File: src/rtl/bip_control_unit_if.sv
// Control bus between the BIP sequencer and the datapath, program counter and data memory.
// The master side is the control unit, which takes in the instruction and drives every strobe.
interface bip_control_unit_if #(
    parameter int AB  = 11,
    parameter int OPW = 5
);
    logic [OPW+AB-1:0] instr;
    logic              acc_zero;
    logic              pc_inc;
    logic              WrPC;
    logic [AB-1:0]     address_bus;
    logic [AB-1:0]     operand;
    logic [1:0]        SelA;
    logic              SelB;
    logic              WrAcc;
    logic              Op;
    logic              WrRam;
    logic              RdRam;

    modport master (
        input  instr, acc_zero,
        output pc_inc, WrPC, address_bus, operand,
               SelA, SelB, WrAcc, Op, WrRam, RdRam
    );

    modport slave (
        output instr, acc_zero,
        input  pc_inc, WrPC, address_bus, operand,
               SelA, SelB, WrAcc, Op, WrRam, RdRam
    );
endinterface

File: src/rtl/bip_control_unit.sv
// BIP fetch/decode sequencer: a two-cycle FETCH/EXEC loop that decodes the instruction word into controls.
// It stops for good on HLT and counts the clock cycles spent running.
module bip_control_unit #(
    parameter int AB  = 11,
    parameter int OPW = 5,
    parameter int CW  = 32
) (
    input  logic                clk,
    input  logic                rst_n,
    input  logic                start_bip,
    bip_control_unit_if.master  bus,
    output logic                halted,
    output logic [CW-1:0]       cycle_count
);
    typedef enum logic [1:0] {IDLE, FETCH, EXEC, HALT} state_t;

    localparam logic [OPW-1:0] OP_HLT  = OPW'(0);
    localparam logic [OPW-1:0] OP_STO  = OPW'(1);
    localparam logic [OPW-1:0] OP_LD   = OPW'(2);
    localparam logic [OPW-1:0] OP_LDI  = OPW'(3);
    localparam logic [OPW-1:0] OP_ADD  = OPW'(4);
    localparam logic [OPW-1:0] OP_ADDI = OPW'(5);
    localparam logic [OPW-1:0] OP_SUB  = OPW'(6);
    localparam logic [OPW-1:0] OP_SUBI = OPW'(7);
    localparam logic [OPW-1:0] OP_JMP  = OPW'(8);
    localparam logic [OPW-1:0] OP_BEQZ = OPW'(9);

    state_t         state;
    state_t         next_state;
    logic [OPW-1:0] opcode;

    assign opcode          = bus.instr[OPW+AB-1:AB];
    assign bus.operand     = bus.instr[AB-1:0];
    assign bus.address_bus = bus.instr[AB-1:0];

    always_ff @(posedge clk or negedge rst_n) begin
        if (!rst_n) begin
            state <= IDLE;
        end else begin
            state <= next_state;
        end
    end

    // The strobes come straight out of this decode, so an asynchronous reset drops them at once.
    always_comb begin
        next_state = state;
        bus.pc_inc = 1'b0;
        bus.WrPC   = 1'b0;
        bus.SelA   = 2'd0;
        bus.SelB   = 1'b0;
        bus.WrAcc  = 1'b0;
        bus.Op     = 1'b0;
        bus.WrRam  = 1'b0;
        bus.RdRam  = 1'b0;
        case (state)
            IDLE: begin
                if (start_bip) begin
                    next_state = FETCH;
                end
            end
            FETCH: begin
                next_state = EXEC;
            end
            EXEC: begin
                next_state = FETCH;
                case (opcode)
                    OP_HLT: begin
                        next_state = HALT;
                    end
                    OP_STO: begin
                        bus.WrRam  = 1'b1;
                        bus.pc_inc = 1'b1;
                    end
                    OP_LD: begin
                        bus.RdRam  = 1'b1;
                        bus.WrAcc  = 1'b1;
                        bus.pc_inc = 1'b1;
                    end
                    OP_LDI: begin
                        bus.SelA   = 2'd1;
                        bus.WrAcc  = 1'b1;
                        bus.pc_inc = 1'b1;
                    end
                    OP_ADD, OP_SUB: begin
                        bus.RdRam  = 1'b1;
                        bus.SelA   = 2'd2;
                        bus.Op     = (opcode == OP_SUB);
                        bus.WrAcc  = 1'b1;
                        bus.pc_inc = 1'b1;
                    end
                    OP_ADDI, OP_SUBI: begin
                        bus.SelB   = 1'b1;
                        bus.SelA   = 2'd2;
                        bus.Op     = (opcode == OP_SUBI);
                        bus.WrAcc  = 1'b1;
                        bus.pc_inc = 1'b1;
                    end
                    OP_JMP: begin
                        bus.WrPC = 1'b1;
                    end
                    OP_BEQZ: begin
                        bus.WrPC   = bus.acc_zero;
                        bus.pc_inc = ~bus.acc_zero;
                    end
                    default: begin
                        bus.pc_inc = 1'b1;
                    end
                endcase
            end
            HALT: begin
                next_state = HALT;
            end
            default: begin
                next_state = IDLE;
            end
        endcase
    end

    always_ff @(posedge clk or negedge rst_n) begin
        if (!rst_n) begin
            halted <= 1'b0;
        end else if (state == EXEC && opcode == OP_HLT) begin
            halted <= 1'b1;
        end
    end

    // The counter saturates instead of wrapping, so a very long run still reads as "at least this many".
    always_ff @(posedge clk or negedge rst_n) begin
        if (!rst_n) begin
            cycle_count <= '0;
        end else if ((state == FETCH || state == EXEC) && cycle_count != {CW{1'b1}}) begin
            cycle_count <= cycle_count + 1'b1;
        end
    end
endmodule

File: src/flat_wrapper.sv
// flat-port wrapper written by rule: the top's interface ports become plain ports
module bip_control_unit_flat 
#(
    parameter int AB  = 11,
    parameter int OPW = 5,
    parameter int CW  = 32
)
  (clk, rst_n, start_bip, halted, cycle_count, bus_instr, bus_acc_zero, bus_pc_inc, bus_WrPC, bus_address_bus, bus_operand, bus_SelA, bus_SelB, bus_WrAcc, bus_Op, bus_WrRam, bus_RdRam);
  bip_control_unit_if #(.AB(AB), .OPW(OPW)) bus_i ();
  input  logic clk;
  input  logic rst_n;
  input  logic start_bip;
  output logic halted;
  output logic [CW-1:0] cycle_count;
  input wire logic [$bits(bus_i.instr)-1:0] bus_instr;
  input wire logic [$bits(bus_i.acc_zero)-1:0] bus_acc_zero;
  output wire logic [$bits(bus_i.pc_inc)-1:0] bus_pc_inc;
  output wire logic [$bits(bus_i.WrPC)-1:0] bus_WrPC;
  output wire logic [$bits(bus_i.address_bus)-1:0] bus_address_bus;
  output wire logic [$bits(bus_i.operand)-1:0] bus_operand;
  output wire logic [$bits(bus_i.SelA)-1:0] bus_SelA;
  output wire logic [$bits(bus_i.SelB)-1:0] bus_SelB;
  output wire logic [$bits(bus_i.WrAcc)-1:0] bus_WrAcc;
  output wire logic [$bits(bus_i.Op)-1:0] bus_Op;
  output wire logic [$bits(bus_i.WrRam)-1:0] bus_WrRam;
  output wire logic [$bits(bus_i.RdRam)-1:0] bus_RdRam;
  assign bus_i.instr = bus_instr;
  assign bus_i.acc_zero = bus_acc_zero;
  assign bus_pc_inc = bus_i.pc_inc;
  assign bus_WrPC = bus_i.WrPC;
  assign bus_address_bus = bus_i.address_bus;
  assign bus_operand = bus_i.operand;
  assign bus_SelA = bus_i.SelA;
  assign bus_SelB = bus_i.SelB;
  assign bus_WrAcc = bus_i.WrAcc;
  assign bus_Op = bus_i.Op;
  assign bus_WrRam = bus_i.WrRam;
  assign bus_RdRam = bus_i.RdRam;
  bip_control_unit #(.AB(AB), .OPW(OPW), .CW(CW)) u_core (.clk(clk), .rst_n(rst_n), .start_bip(start_bip), .bus(bus_i), .halted(halted), .cycle_count(cycle_count));
endmodule
File: config.mk
export PLATFORM = sky130hd
export DESIGN_NAME = bip_control_unit_flat
export DESIGN_NICKNAME = d
export VERILOG_FILES = /design/src/rtl/bip_control_unit_if.sv /design/src/rtl/bip_control_unit.sv /design/src/flat_wrapper.sv
export SDC_FILE = /design/constraint.sdc
export NUM_CORES = 1
export LEC_CHECK = 0
export ABC_CLOCK_PERIOD_IN_PS = 4800
export BUFFER_PORTS_ARGS = -buffer_cell sky130_fd_sc_hd__buf_4
export CORE_MARGIN = 2
export CORE_UTILIZATION = 52
export CTS_CLUSTER_SIZE = 16
export DETAILED_ROUTE_END_ITERATION = 6
export GPL_TIMING_DRIVEN = 0
export PLACE_DENSITY_LB_ADDON = 0.15
export SYNTH_ARGS = -nofsm -noshare
export SYNTH_HDL_FRONTEND = slang
export SYNTH_SLANG_ARGS = --single-unit
File: constraint.sdc
create_clock -name clk -period 4.8 [get_ports clk]
set_clock_uncertainty 0.05 [all_clocks]
set_input_delay 0 -clock clk [delete_from_list [all_inputs] [get_ports clk]]
set_output_delay 0 -clock clk [all_outputs]
set_load 0.05 [all_outputs]
==> implementation parameters, run 1 <==
Parameter                              Value

Timing
  Unrepaired setup endpoints after global routing ... no
  Final period utilization ... 53.13%
  Transition time at the pin with the least slew margin ... 0.6853 ns
  Final worst-path setup slack ... 2.250 ns
  Worst max-slew margin expressed relative to the limit ... 54.16%
  Setup TNS ... 0 ns
  Period minus WS final ... 2.550 ns
  Maximum achievable frequency ... 392.1 MHz
  Endpoints failing setup ... 0
  Pins over their slew limit ... 0
  Count of endpoints failing hold in the final timing report ... 0

Clock network
  Later-pin clock latency in the skew report ... 0.28 ns
  Max Buffers Root-to-Sink ... 2
  Setup fix buffers added after clock tree synthesis ... 0
  Worst-path clk slew ... 0.06 ns
  Number of buffers inserted by hold repair at cts ... 1
  Count of H-tree levels built during CTS ... 2
  Clock tree root driver cell ... sky130_fd_sc_hd__clkbuf_8
  CTS tree ... built
  Clock tree sinks ... 35
  TritonCTS buffer count ... 5
  Post-cts resize count ... 0

Finish
  Synth-to-Final Area Change ... 35.37%
  Share of layout cells above drive strength 1 ... 38.73%
  Number of filler cells placed in the layout ... 291
  Post-layout util ... 73.74%
  Commonest cells after routing, fill and taps aside ... 95 x sky130_fd_sc_hd__buf_4, 35 x sky130_fd_sc_hd__dfrtp_1, 19 x sky130_fd_sc_hd__nand2_1
  Ant. Diodes ... 0
  Most common cell after layout, fill and taps aside ... sky130_fd_sc_hd__buf_4
  Nets@finish ... 308
  Post-route standard cell area excluding fillers ... 2720 sq um

Place
  DP Area ... 2610 sq um
  Count of input and output buffers ... 72
  Placed wire-length estimate after detailed placement ... 3.400 mm
  Final GP Congestion ... 0.8018
  Place WS ... 2.226 ns

Setup path
  Top Family by Delay on Critical Path ... simple AND/OR/NAND/NOR gates
  R2r startpoint ... u_core.state[0]$_DFFE_PN0P_
  Crit end category ... flip-flop
  Critical Path Slowest Stage Cell ... sky130_fd_sc_hd__nor4_1
  Chain of cells forming the critical path ... inv_1, ha_1, inv_2, or3_1, buf_2, nor4_1, nand2_1, xnor2_1
  Worst setup path end ... u_core.cycle_count[28]$_DFFE_PN0P_
  Length in cells of the worst reg-to-reg path ... 8
  CP Data Required Time ... 4.92 ns
  Class of the most critical setup path ... reg2reg
  R2r endpoint ... u_core.cycle_count[28]$_DFFE_PN0P_
  Number of buffers and inverters on the critical path ... 3
  Cell depth of the worst setup path ... 8
  Largest stage delay on the critical path ... 0.51 ns
  Setup slack of the most critical reg-to-reg path ... 2.25 ns
  Crit path arrival time ... 2.67 ns
  Crit. Startpoint ... u_core.state[0]$_DFFE_PN0P_
  Type of origin of the critical path ... flip-flop
  Crit path max fanout ... 7

Power and ir drop
  Static power due to leakage ... 1.448 nW
  Max rail drop VDD ... 0.4212 mV
  Power density over the cells ... 401.2 nW/um^2
  Post-layout power ... 1.091 mW

Floorplan
  Core ar. ... 3689 sq um
  I/O Pins ... 84
  Die footprint ... 4378 sq um
  FP Rows ... 22
  Initial core utilization ... 54.48%
  Chip width ... 66.17 um
  Vertical die dimension ... 66.17 um

Logic synthesis
  Mapped Area ... 2009 sq um
  Post-synth cell types ... 35
  Number of synthesis warnings ... 0
  Portion of the post-synthesis area used by sequential elements ... 43.59%
  Total nets after synthesis ... 228
  Gate count after technology mapping ... 203
  Main synth FF type ... sky130_fd_sc_hd__dfrtp_1
  Count of flip-flops with a built-in enable after synthesis ... 0
  Seq cells post-synth ... 35
  Library cell with the largest summed area after synthesis ... sky130_fd_sc_hd__dfrtp_1
  Dominant cells by area after synthesis ... sky130_fd_sc_hd__dfrtp_1 44%, sky130_fd_sc_hd__buf_4 8.6%, sky130_fd_sc_hd__xnor2_1 6.1%, sky130_fd_sc_hd__xor2_1 5.7%, sky130_fd_sc_hd__nand2_1 3.5%
  Share of the synthesized area in the top cell type ... 43.59%
  Proportion of register bits with asynchronous set or reset after synthesis ... 100.0%
  Synthesized area per cell ... 9.899 sq um

Detailed routing
  Vias ... 1,740
  Post-route DRC ... 0
  Antenna violation net count after detailed routing ... 0
  Number of optimization iterations in the first detailed-route pass ... 4
  Routed length per placed instance ... 13.48 um
  Wirelength, routed ... 4.476 mm
  Drt first-iter violations ... 87
  Vias/cell ... 5.241

GRT
  Number of antenna violations at the first check in global routing ... 0
  Vias in the first global route ... 1,586
  Grt total ovfl ... 0
  Total GRT Usage ... 21.54%
  First-pass GRT wire length ... 7.251 mm
  Maximum number of pins on one net before global-route repair ... 36

Run status
  Result of the run ... finished clean

Worst hold path
  Class of the tightest hold or removal check ... in2reg

Flow run
  Number of max-capacitance violations reported ... 0
-- final cells by class --
| type | count | area [sq um] | area share [%] |
|---|---|---|---|
| Sequential cell | 35 | 875.8 | 32.20 |
| Multi-Input combinational cell | 139 | 937.1 | 34.45 |
| Clock buffer | 8 | 100.1 | 3.680 |
| Buffer | 24 | 177.7 | 6.532 |
| Inverter | 5 | 18.77 | 0.6900 |
| Timing Repair Buffer | 73 | 550.5 | 20.24 |
| Tap cell | 48 | 60.06 | 2.208 |
-- layer usage --
layer,share of wire (%),wire length [um],global-route usage (%),up-vias
li1,-,-,-,853
met4,1.1,48,7.398,0
met1,41,1835,26.39,814
met3,9.9,445,5.451,5
met2,48,2146,36.75,68
met5,0,0,0,-
-- how the worst min path moves through the flow --
stage / start / to / slack [ns] / cells past startpoint
5_1_grt: start_bip / u_core.state[0]$_DFFE_PN0P_ / 0.05 / 3
3_3_place_gp: rst_n / u_core.cycle_count[13]$_DFFE_PN0P_ / -0.07 / 1
4_1_cts: start_bip / u_core.state[0]$_DFFE_PN0P_ / 0.008 / 3
2_1_floorplan: rst_n / u_core.cycle_count[0]$_DFFE_PN0P_ / -0.35 / 0
6_report: start_bip / u_core.state[0]$_DFFE_PN0P_ / 0.02 / 3
3_5_place_dp: rst_n / u_core.cycle_count[12]$_DFFE_PN0P_ / -0.07 / 1
-- synth_stat cells (2+ instances only) --
cell type	n
sky130_fd_sc_hd__dfrtp_1	35
sky130_fd_sc_hd__buf_4	23
sky130_fd_sc_hd__nand2_1	19
sky130_fd_sc_hd__xnor2_1	14
sky130_fd_sc_hd__xor2_1	13
sky130_fd_sc_hd__nor2_1	11
sky130_fd_sc_hd__and3_1	10
sky130_fd_sc_hd__nand3_1	9
sky130_fd_sc_hd__nor3_1	9
sky130_fd_sc_hd__nand4_1	8
sky130_fd_sc_hd__and4_1	5
sky130_fd_sc_hd__ha_1	5
sky130_fd_sc_hd__a21oi_1	4
sky130_fd_sc_hd__and2_1	4
sky130_fd_sc_hd__inv_1	4
sky130_fd_sc_hd__a31oi_1	3
sky130_fd_sc_hd__nor3b_1	3
sky130_fd_sc_hd__o21ai_0	3
sky130_fd_sc_hd__nand2b_1	2
sky130_fd_sc_hd__nand4_2	2
sky130_fd_sc_hd__nor4_1	2
sky130_fd_sc_hd__or2_2	2
-- through the flow --
step,hold WS [ns],std cells
final,0.01556,332
after global routing,0.04775,332
after CTS,0.008030,332
after detailed placement,-0.07030,323
after global placement,-0.07106,323
after floorplan,-0.3456,203
-- report_power, final --
part	internal, mW	leakage (nW)	switching [mW]
Combinational	0.159	0.926	0.317
Clock	0.131	0.0515	0.0992
Sequential	0.336	0.471	0.0492
-- registers in the layout, indices dropped and copies added, names as in the netlist --
signal and flops:
u_core.cycle_count 32, u_core.state 2, u_core.halted 1
-- worst reg2reg max path, stage by stage (launching register included) --
cell,delay [ns]
sky130_fd_sc_hd__dfrtp_1,0.42
sky130_fd_sc_hd__inv_1,0.09
sky130_fd_sc_hd__ha_1,0.46
sky130_fd_sc_hd__inv_2,0.09
sky130_fd_sc_hd__or3_1,0.37
sky130_fd_sc_hd__buf_2,0.17
sky130_fd_sc_hd__nor4_1,0.51
sky130_fd_sc_hd__nand2_1,0.15
sky130_fd_sc_hd__xnor2_1,0.15
-- logic make-up after synthesis --
group / count (synthesis) / share of synthesized area (%)
buffers and inverters: 29 / 9.775
flip-flops: 35 / 43.59
AND/OR/NAND/NOR: 91 / 25.28
adder cells (fa/ha/maj): 5 / 3.113
XOR/XNOR: 27 / 11.77
AO/OA/AOI/OAI: 16 / 6.476
No activity file was read; power rests on OpenSTA's default activity.
==> run 2: changes to the inputs <==
--- a/config.mk
+++ b/config.mk
@@ -5,10 +5,10 @@
 export SDC_FILE = /design/constraint.sdc
 export NUM_CORES = 1
 export LEC_CHECK = 0
-export ABC_CLOCK_PERIOD_IN_PS = 4800
+export ABC_CLOCK_PERIOD_IN_PS = 2500
 export BUFFER_PORTS_ARGS = -buffer_cell sky130_fd_sc_hd__buf_4
 export CORE_MARGIN = 2
-export CORE_UTILIZATION = 52
+export CORE_UTILIZATION = 48
 export CTS_CLUSTER_SIZE = 16
 export DETAILED_ROUTE_END_ITERATION = 6
 export GPL_TIMING_DRIVEN = 0
==> constraint.sdc (replaced) <==
create_clock -name clk -period 2.5 [get_ports clk]
set_clock_uncertainty 0.05 [all_clocks]
set_input_delay 0 -clock clk [delete_from_list [all_inputs] [get_ports clk]]
set_output_delay 0 -clock clk [all_outputs]
set_load 0.05 [all_outputs]
==> run 2 against run 1 <==
Against the previous run:
- power up 94%
- sequential share of layout area is 0.25 points lower
- die area up 7.8%
- register-to-register slack lost 2.1 ns
- clock-buffer cell count is the same
- utilization fell by 5.7 points
- largest power group unchanged
==> implementation parameters, run 2 (synthesis results as in run 1) <==
Parameter                              Value

Power and ir drop
  Max rail drop VDD ... 0.9452 mV (was 0.4212 mV)
  Net Switching ... 0.8958 mW (was 0.4658 mW)
  Post-layout power ... 2.119 mW (was 1.091 mW)
  Power density over the cells ... 773.0 nW/um^2 (was 401.2 nW/um^2)
  Static power due to leakage ... 1.448 nW (about the same)
  Logic gate share of total power ... 44.3% (was 43.6%)
  Net switching fraction of the power ... 42.27% (was 42.68%)
  Clk network pwr share ... 21.0% (was 21.1%)
  Cell Int Power ... 1.223 mW (was 0.6256 mW)
  Sequential Power Share ... 34.7% (was 35.3%)

Timing
  Unrepaired setup endpoints after global routing ... no (unchanged)
  Pins over their slew limit ... 0 (unchanged)
  Period minus WS final ... 2.341 ns (was 2.550 ns)
  Maximum achievable frequency ... 427.1 MHz (was 392.1 MHz)
  Count of endpoints failing hold in the final timing report ... 0 (unchanged)
  Transition time at the pin with the least slew margin ... 0.6616 ns (was 0.6853 ns)
  Setup TNS ... 0 ns (unchanged)
  Final period utilization ... 93.66% (was 53.13%)
  Endpoints failing setup ... 0 (unchanged)
  Worst max-slew margin expressed relative to the limit ... 55.74% (was 54.16%)

Floorplan
  Die footprint ... 4720 sq um (was 4378 sq um)
  Chip width ... 68.70 um (was 66.17 um)
  FP Rows ... 23 (was 22)
  Vertical die dimension ... 68.70 um (was 66.17 um)
  I/O Pins ... 84 (unchanged)
  Initial core utilization ... 49.88% (was 54.48%)
  Core ar. ... 4029 sq um (was 3689 sq um)

Finish
  Top register by number of flip-flops ... u_core.cycle_count (unchanged)
  Flip-flop count of the largest register after layout ... 32 (unchanged)
  Share of layout cells above drive strength 1 ... 39.44% (was 38.73%)
  Register Area ... 875.8 sq um (unchanged)
  Synth-to-Final Area Change ... 36.43% (was 35.37%)
  Area of the multi-input gates ... 955.9 sq um (was 937.1 sq um)
  Finished Layout Cells ... 334 (was 332)
  Number of filler cells placed in the layout ... 326 (was 291)
  Ant. Diodes ... 0 (unchanged)
  Most common cell after layout, fill and taps aside ... sky130_fd_sc_hd__buf_4 (unchanged)
  Registers with the highest flip-flop counts ... u_core.cycle_count: 32 flops, u_core.state: 2 flops, u_core.halted: 1 flops (unchanged)
  Commonest cells after routing, fill and taps aside ... 95 x sky130_fd_sc_hd__buf_4, 35 x sky130_fd_sc_hd__dfrtp_1, 19 x sky130_fd_sc_hd__nand2_1 (unchanged)
  Nets@finish ... 308 (unchanged)

Setup path
  Crit path max fanout ... 7 (unchanged)
  CP Data Required Time ... 2.65 ns (was 4.92 ns)
  Crit end category ... flip-flop (unchanged)
  Type of origin of the critical path ... flip-flop (unchanged)
  Crit path arrival time ... 2.49 ns (was 2.67 ns)
  Class of the most critical setup path ... reg2reg (unchanged)

Clock network
  CTS tree ... built (unchanged)
  Later-pin clock latency in the skew report ... 0.28 ns (about the same)
  Count of H-tree levels built during CTS ... 2 (unchanged)
  Setup fix buffers added after clock tree synthesis ... 0 (unchanged)
  TritonCTS buffer count ... 5 (unchanged)
  Max Buffers Root-to-Sink ... 2 (unchanged)
  Clock tree root driver cell ... sky130_fd_sc_hd__clkbuf_8 (unchanged)
  Worst-path clk slew ... 0.07 ns (was 0.06 ns)
  Clock tree sinks ... 35 (unchanged)

Detailed routing
  Antenna violation net count after detailed routing ... 0 (unchanged)
  Post-route DRC ... 0 (unchanged)
  Wirelength, routed ... 4.397 mm (was 4.476 mm)
  Vias/cell ... 5.186 (was 5.241)
  Drt first-iter violations ... 31 (was 87)
  Routed length per placed instance ... 13.16 um (was 13.48 um)
  Vias ... 1,732 (was 1,740)
  Number of optimization iterations in the first detailed-route pass ... 4 (unchanged)

Flow run
  Number of max-capacitance violations reported ... 0 (unchanged)

Place
  Count of input and output buffers ... 72 (unchanged)
  Placed wire-length estimate after detailed placement ... 3.387 mm (was 3.400 mm)
  Total instance count after detailed placement ... 325 (was 323)
  Final GP Congestion ... 0.8298 (was 0.8018)

GRT
  Maximum number of pins on one net before global-route repair ... 36 (unchanged)
  Vias in the first global route ... 1,558 (was 1,586)
  Grt total ovfl ... 0 (unchanged)
  Number of antenna violations at the first check in global routing ... 0 (unchanged)
  Total GRT Usage ... 19.65% (was 21.54%)
  First-pass GRT wire length ... 6.713 mm (was 7.251 mm)

Worst hold path
  Class of the tightest hold or removal check ... in2reg (unchanged)

Run status
  Result of the run ... finished clean (unchanged)
run 2: through the flow:
| step | worst slack (ns) | hold slack, ns | instance area [sq um] | util (%) |
|---|---|---|---|---|
| 2_1_floorplan | 0.1637 | -0.3456 | 2009 | - |
| 3_3_place_gp | -0.02387 | -0.07441 | 2613 | 64.84 |
| 3_5_place_dp | -0.04535 | -0.07216 | 2613 | 64.84 |
| 4_1_cts | 0.007644 | 0.002911 | 2729 | 67.73 |
| 5_1_grt | 0.004488 | 0.03680 | 2741 | 68.04 |
| 6_report | 0.1585 | 0.005391 | 2741 | 68.04 |
run 2: path summary, 6_finish.rpt:
kind	cells after the start	slack, ns	endpoint	startpoint
min in group asynchronous	2	0.14	u_core.cycle_count[24]$_DFFE_PN0P_	rst_n
min reg2reg	1	0.43	u_core.halted$_DFFE_PN0P_	u_core.halted$_DFFE_PN0P_
max in group asynchronous	2	1.95	u_core.cycle_count[6]$_DFFE_PN0P_	rst_n
max reg2reg	8	0.16	u_core.cycle_count[20]$_DFFE_PN0P_	u_core.state[0]$_DFFE_PN0P_
max	8	0.16	u_core.cycle_count[20]$_DFFE_PN0P_	u_core.state[0]$_DFFE_PN0P_
min	3	0.005	u_core.state[0]$_DFFE_PN0P_	start_bip
run 2: final cells by class:
cell class                      instances  area share, %
Sequential cell                        35          31.95
Tap cell                               50          2.282
Multi-Input combinational cell        139          34.87
Clock buffer                            8          3.651
Inverter                                5         0.6846
Buffer                                 24          6.481
Timing Repair Buffer                   73          20.08
run 2: layer usage:
metal | global-route usage, % | up-vias | wire length [um]
met5 | 0 | - | 0
met4 | 8.088 | 0 | 73
met3 | 4.870 | 5 | 438
met2 | 34.86 | 74 | 2164
met1 | 22.56 | 803 | 1721
li1 | - | 850 | -
run 2: timing repair:
item,CTS,global route
hold buffers,1,0
endpoints found under the setup margin,2,6
endpoints found under the hold margin,35,0
resized for setup,1,2
run 2: power by group through the flow:
| stage | logic, mW | registers [mW] | clock network (mW) |
|---|---|---|---|
| detailed placement | 0.920 | 0.746 | 0 |
| finish | 0.939 | 0.735 | 0.445 |
| global route | 1.02 | 0.755 | 0.487 |
| floorplan | 0.460 | 0.934 | 0 |
| CTS | 0.923 | 0.737 | 0.457 |
| global placement | 0.901 | 0.744 | 0 |
run 2: critical path, stage by stage, from the launching register on:
cell	delay, ns
sky130_fd_sc_hd__dfrtp_1	0.41
sky130_fd_sc_hd__inv_1	0.11
sky130_fd_sc_hd__ha_4	0.33
sky130_fd_sc_hd__inv_2	0.05
sky130_fd_sc_hd__or3_1	0.35
sky130_fd_sc_hd__buf_2	0.17
sky130_fd_sc_hd__a2111o_1	0.46
sky130_fd_sc_hd__nor2_1	0.13
sky130_fd_sc_hd__xor2_1	0.18
